`src/rtl/bc_regfile_sb.sv`:
```
// General-purpose register file with HI/LO, link write path and a pending-write scoreboard.
// Optional BC_REGFILE_ZERO_REG_EN: register 0 hardwired to zero with no scoreboard bit.
module bc_regfile_sb #(
    parameter int DATA_W   = 32,
    parameter int NREGS    = 32,
    parameter int ADDR_W   = 5,
    parameter int LINK_REG = 31
) (
    input  logic              clk,
    input  logic              rst,
    input  logic [ADDR_W-1:0] rs,
    input  logic [ADDR_W-1:0] rt,
    input  logic [ADDR_W-1:0] rd,
    input  logic [DATA_W-1:0] write_data,
    input  logic [DATA_W-1:0] write_hi,
    input  logic [DATA_W-1:0] write_lo,
    input  logic [DATA_W-1:0] write_ra,
    input  logic              reg_write,
    input  logic [2:0]        loc_write,
    input  logic              issue_valid,
    input  logic [ADDR_W-1:0] issue_rd,
    input  logic              issue_wr,
    input  logic              issue_hilo,
    output logic [DATA_W-1:0] read1,
    output logic [DATA_W-1:0] read2,
    output logic [DATA_W-1:0] bc_hi,
    output logic [DATA_W-1:0] bc_lo,
    output logic              stall,
    output logic [NREGS-1:0]  busy_vec
);

    localparam logic [ADDR_W-1:0] LINK_IDX = ADDR_W'(LINK_REG);

    logic [DATA_W-1:0] regs [NREGS];
    logic [DATA_W-1:0] hi;
    logic [DATA_W-1:0] lo;
    logic [NREGS-1:0]  busy;
    logic [NREGS-1:0]  busy_next;
    logic              hilo_busy;
    logic              hilo_busy_next;

    function automatic logic is_zero(input logic [ADDR_W-1:0] a);
`ifdef BC_REGFILE_ZERO_REG_EN
        return (a == {ADDR_W{1'b0}});
`else
        return 1'b0;
`endif
    endfunction

    assign stall = issue_valid & (busy[rs] | busy[rt] | (issue_wr & busy[issue_rd]) |
                                  (issue_hilo & hilo_busy));
    assign busy_vec = busy;

    // Storage writes from writeback.
    always_ff @(posedge clk or posedge rst) begin
        if (rst) begin
            for (int i = 0; i < NREGS; i++) begin
                regs[i] <= {DATA_W{1'b0}};
            end
            hi <= {DATA_W{1'b0}};
            lo <= {DATA_W{1'b0}};
        end else if (reg_write) begin
            case (loc_write)
                3'b000: if (!is_zero(rd)) regs[rd] <= write_data;
                3'b001: begin
                    hi <= write_hi;
                    lo <= write_lo;
                end
                3'b010: if (!is_zero(LINK_IDX)) regs[LINK_IDX] <= write_ra;
                3'b011: hi <= write_data;
                3'b100: lo <= write_data;
                default: ;
            endcase
        end
    end

    // Scoreboard next state: writeback clears first, then an accepted issue sets (set wins).
    always_comb begin
        busy_next      = busy;
        hilo_busy_next = hilo_busy;
        if (reg_write) begin
            case (loc_write)
                3'b000:  busy_next[rd] = 1'b0;
                3'b010:  busy_next[LINK_IDX] = 1'b0;
                3'b001,
                3'b011,
                3'b100:  hilo_busy_next = 1'b0;
                default: hilo_busy_next = hilo_busy;
            endcase
        end else begin
            hilo_busy_next = hilo_busy;
        end
        if (issue_valid && !stall) begin
            if (issue_wr && !is_zero(issue_rd)) begin
                busy_next[issue_rd] = 1'b1;
            end else begin
                busy_next = busy_next;
            end
            if (issue_hilo) begin
                hilo_busy_next = 1'b1;
            end else begin
                hilo_busy_next = hilo_busy_next;
            end
        end else begin
            busy_next = busy_next;
        end
    end

    // Scoreboard state register.
    always_ff @(posedge clk or posedge rst) begin
        if (rst) begin
            busy      <= {NREGS{1'b0}};
            hilo_busy <= 1'b0;
        end else begin
            busy      <= busy_next;
            hilo_busy <= hilo_busy_next;
        end
    end

    // Read ports sampled on the falling edge, giving half-cycle write-to-read latency.
    always_ff @(negedge clk or posedge rst) begin
        if (rst) begin
            read1 <= {DATA_W{1'b0}};
            read2 <= {DATA_W{1'b0}};
            bc_hi <= {DATA_W{1'b0}};
            bc_lo <= {DATA_W{1'b0}};
        end else begin
            read1 <= is_zero(rs) ? {DATA_W{1'b0}} : regs[rs];
            read2 <= is_zero(rt) ? {DATA_W{1'b0}} : regs[rt];
            bc_hi <= hi;
            bc_lo <= lo;
        end
    end

endmodule
```
`config.mk`:
```
export PLATFORM = sky130hd
export DESIGN_NAME = bc_regfile_sb
export DESIGN_NICKNAME = d
export VERILOG_FILES = /design/src/rtl/bc_regfile_sb.sv
export SDC_FILE = /design/constraint.sdc
export NUM_CORES = 2
export LEC_CHECK = 0
export CELL_PAD_IN_SITES_DETAIL_PLACEMENT = 2
export CELL_PAD_IN_SITES_GLOBAL_PLACEMENT = 2
export CORE_UTILIZATION = 45
export DETAILED_ROUTE_END_ITERATION = 10
export PLACE_DENSITY_LB_ADDON = 0.1
export SYNTH_ARGS = -nofsm -noshare
export SYNTH_HDL_FRONTEND = slang
export SYNTH_SLANG_ARGS = --single-unit
```
`constraint.sdc`:
```
create_clock -name clk -period 51.2 [get_ports clk]
set_input_delay 10.24 -clock clk [delete_from_list [all_inputs] [get_ports clk]]
set_output_delay 10.24 -clock clk [all_outputs]
set_load 0.02 [all_outputs]
```
### Word-level counts from Yosys, hierarchy flattened

Index checks and enable logic that the tools add are counted.

| cells by class | value |
|---|---|
| muxes and demuxes | 31 |
| $lt $le $gt $ge | 10 |
| reductions and logical operators | 14 |
| bitwise gates (word level) | 12 |
| equal/unequal tests | 4 |

Operator list:

| cell | number |
|---|---|
| $bwmux 1024 | 1 |
| $bmux 32 s5 | 2 |
| $mux 32 | 8 |
| $pmux 32 s2 | 3 |
| $demux 32 s5 | 1 |
| $and 32x32->32 | 1 |
| $not 32->32 | 1 |
| $or 32x32->32 | 1 |
| $mux 31 | 1 |
| $lt 5x6->1 const B | 4 |
| $ge 6x6->1 const B | 3 |
| $not 5->6 | 3 |
| $bmux 1 s5 | 3 |
| $demux 1 s5 | 2 |
| $ge 5x1->1 const B | 2 |
| $mux 1 | 9 |
| $reduce_and 2->1 | 4 |
| $eq 3x2->1 const B | 2 |
| $lt 6x1->1 const B | 1 |
| $reduce_bool 2->1 | 3 |
| $logic_and 1x1->1 | 4 |
| $and 1x1->1 | 3 |
| $eq 3x1->1 const B | 1 |
| $eq 3x3->1 const B | 1 |
| 5 further kinds | 7 |

| word-level totals | value |
|---|---|
| bits of input ports | 157 |
| flip-flop bits (word level) | 1,249 |

### Logic depth before layout (Yosys ltp)

| depth | value |
|---|---|
| depth in word-level cells | 11 |
| depth in mapped cells | 9 |
| depth with buffers taken out | 6 |

==> reports/summary.json <==
{
  "status": {
    "run_status": "finished, violations left",
    "violations": "max-capacitance violations, max-slew violations"
  },
  "final_layout": {
    "n_fill_cell": 12200,
    "flow.area_growth_from_synthesis_pct": 15.5,
    "layout.cells.most_common_list": "dfrtp_1, mux2_2, mux4_2, clkdlybuf4s50_1, nand2_1",
    "fin_area_um2": 72500,
    "layout-drive-gt1-share_pct": 48.0,
    "mostFrequentLayoutCell": "dfrtp_1",
    "post_layout_net_count": 4320
  },
  "timing": {
    "skew_ns": 0.0823,
    "maxSlewViolCount": 19,
    "slew_headroom_pct": -2.94,
    "setup_violations": 0,
    "whs_ns": 0.476,
    "rsz_0062_raised_after_global_routing": "false",
    "timing_hold_violations_final": 0,
    "max_slew.worst_pin.slew_ns": 1.54
  },
  "placed_design": {
    "dpl.hpwl_um": 118000,
    "placed_area_um2": 67500,
    "io_buffers": 317,
    "place_congestion": 0.782
  },
  "floorplan": {
    "die_area_um2": 141000,
    "die_width_um": 375,
    "initial_utilization_pct": 45.5,
    "boundaryPins": 318,
    "y_dimension_of_the_die_um": 375,
    "core_area_um2": 138000,
    "fp-row-count": 136
  },
  "worst_setup_path": {
    "setup.reg_to_reg.worst_slack_ns": 23.59,
    "worstPathArrival_ns": 14.02,
    "worst_ep_required_time_ns": 26.13,
    "critical_path.reg2reg.startpoint": "regs[25]",
    "cp_max_fo": 76,
    "critical-path-slowest-cell": "buf_4",
    "critical_path.cell_chain": "buf_8 -> buf_4 -> buf_4 -> mux4_2 -> mux4_2 -> mux2_2",
    "critical_path.startpoint_type": "input port",
    "critical_path.reg2reg.endpoint": "read1[25]",
    "rr_worst_depth": 3,
    "timing.setup.critical_path_class": "in -> reg",
    "endpoint_kind": "flip-flop",
    "timing.critical_path.slowest_cell_delay_ns": 0.82
  },
  "clocking": {
    "clkTransAtPathRegs_ns": 0.06,
    "worst_skew_pair.late_latency_ns": 0.77,
    "cts_hold_repair.buffers": 0,
    "ctsHtreeMaxLevel": 4,
    "ctsRootBufferMaster": "clkbuf_16",
    "postCtsSetupRepairBufs": 0,
    "gates_resized_cts_repair": 0,
    "tritoncts": "yes",
    "number_of_clock_buffers_inserted_by_tritoncts": 146,
    "clk_path_buf_depth": 3,
    "cts_sinks": 1249
  },
  "flow_run": {
    "maxCapViolations": 1
  },
  "synth": {
    "synth_warnings": 0,
    "synth-seq-cells": 1249,
    "syn-num-nets": 4147,
    "yosysSeqAreaShare_pct": 49.8,
    "syn-cell-area_um2": 62800,
    "synthDistinctLibCells": 50,
    "postSynthCellCount": 3990,
    "synth_area_per_cell_um2": 15.7
  },
  "power_and_ir_drop": {
    "power_leakage_nw": 32.5,
    "power.ir.vdd_worst_mv": 0.0272,
    "power_density_nw_per_um2": 34.7
  },
  "global_route": {
    "grt_start_max_net_pins": 168,
    "grt_first_pass_wirelength_um": 321000,
    "gr-usage-all-layers_pct": 31.4,
    "grt_antenna_before_repair": 4,
    "vias_in_the_first_global_route": 44500,
    "overflow": 0
  },
  "drt": {
    "postRouteAntennaNets": 0,
    "dr.pass1.iters": 6,
    "via_to_cell_ratio": 6.52,
    "drt_iter0_drc": 2810,
    "avgRoutedWirePerCell_um": 35.7,
    "drt-total-wl_um": 217000,
    "post-route-drc-count": 0,
    "num_vias": 39600
  },
  "hold_path": {
    "hp-class": "reg -> reg",
    "whs_path_depth": 2,
    "holdPathEnd": "lo[1]",
    "hold_path_startpoint": "lo[1]"
  }
}
==> synth_stat cells, drive strengths merged <==
| cell type | count | area (µm²) |
|---|---|---|
| nor3b | 3 | 22.5 |
| a2111oi | 1 | 8.76 |
| mux4 | 644 | 14500 |
| or3b | 1 | 8.76 |
| nor3 | 8 | 71.3 |
| dfrtn | 128 | 3200 |
| nand2b | 10 | 62.6 |
| a41oi | 1 | 8.76 |
| o31a | 1 | 8.76 |
| nand3 | 22 | 110 |
| or2 | 2 | 12.5 |
| and4 | 1 | 8.76 |
| o31ai | 6 | 45.0 |
| o2bb2ai | 1 | 8.76 |
| dfrtp | 1121 | 28100 |
| a2111o | 1 | 11.3 |
| nor2 | 56 | 215 |
| nand4 | 8 | 50.1 |
| buf | 205 | 997 |
| o22ai | 38 | 238 |
| a221o | 1 | 10.0 |
| nand2 | 218 | 828 |
| nor2b | 8 | 50.1 |
| xor2 | 1 | 8.76 |
| or4b | 1 | 13.8 |
| o32ai | 3 | 26.3 |
| nand3b | 4 | 30.0 |
| a21oi | 38 | 190 |
| nand4b | 2 | 23.8 |
| and3 | 4 | 25.0 |
| inv | 10 | 37.5 |
| a22oi | 39 | 293 |
| nor4 | 2 | 18.8 |
| clkbuf | 199 | 747 |
| mux2 | 1026 | 11600 |
| mux2i | 71 | 711 |
| a211oi | 2 | 15.0 |
| a31oi | 1 | 6.26 |
| o21ai | 97 | 485 |
| and2 | 5 | 31.3 |
==> worst max path at each step <==
stage	startpoint	slack, ns	cells after the start	endpoint
final	rs[0]	12.12	6	read1[30]
after detailed placement	rs[0]	11.27	6	read1[29]
after global placement	rs[0]	11.33	6	read1[28]
after global routing	rs[0]	11.77	6	read1[29]
after CTS	rs[0]	12.04	6	read1[29]
after floorplan	rst	-1.46	1	bc_hi[0]
==> registers in the layout (all words and copies together) (netlist names) <==
register and count:
bc_hi 32, bc_lo 32, busy_vec 32, hi 32, hilo_busy 1, lo 32
read1 32, read2 32, regs 1024
==> cell families (layout without fill, tap and decap cells) <==
family | after synthesis | in the layout | synth area share, %
muxes | 1741 | 1741 | 42.7
DFF | 1249 | 1249 | 49.8
buffers and inverters | 414 | 703 | 2.84
and+or+nand+nor | 355 | 355 | 2.52
AOI/OAI and AO/OA | 230 | 230 | 2.16
xor gates and xnor gates | 1 | 1 | 0.0140
other | 0 | 2 | 0
==> stage by stage <==
| stage | power (mW) | cells | util (%) | setup slack, ns | TNS (ns) |
|---|---|---|---|---|---|
| global placement | 1.43 | 5809 | 49.0 | 11.33 | 0 |
| global route | 2.60 | 6075 | 52.6 | 11.77 | 0 |
| floorplan | 1.31 | 3990 | - | -1.46 | -187.42 |
| finish | 2.51 | 6075 | 52.6 | 12.12 | 0 |
| CTS | 2.54 | 6073 | 52.6 | 12.04 | 0 |
| detailed placement | 1.44 | 5809 | 49.0 | 11.27 | 0 |
==> worst max-delay path, delay by kind of cell <==
family / cells / cell delay, ns
buffers and inverters: 3 / 2.27
muxes: 3 / 1.37
==> layer usage <==
layer  vias to the layer above  share of wire, %  track usage (%)
met5                         -                 0                0
met4                         0               3.2             10.5
met3                       374               4.3             3.90
met1                     22400                42             42.6
li1                      15700                 -                -
met2                      1127                50             52.6
==> report_power, final <==
part	total, mW	switching (mW)	internal [mW]
clock network	1.09	0.428	0.661
registers	1.11	0.0552	1.06
logic	0.310	0.160	0.150
total	2.51	0.643	1.87
==> layout make-up <==
class                           count  area, µm²  share of cell area, %
Sequential cell                  1249      31300                   43.1
Multi-Input combinational cell   2327      29900                   41.2
Clock buffer                      230       4490                   6.20
Timing Repair Buffer              429       4070                   5.61
Tap cell                         1794       2240                   3.10
Clock inverter                     34        490                  0.677
Inverter                           10       41.3                 0.0570
Antenna cell                        2       5.00                0.00691
Power figures use the tool's default switching activity.
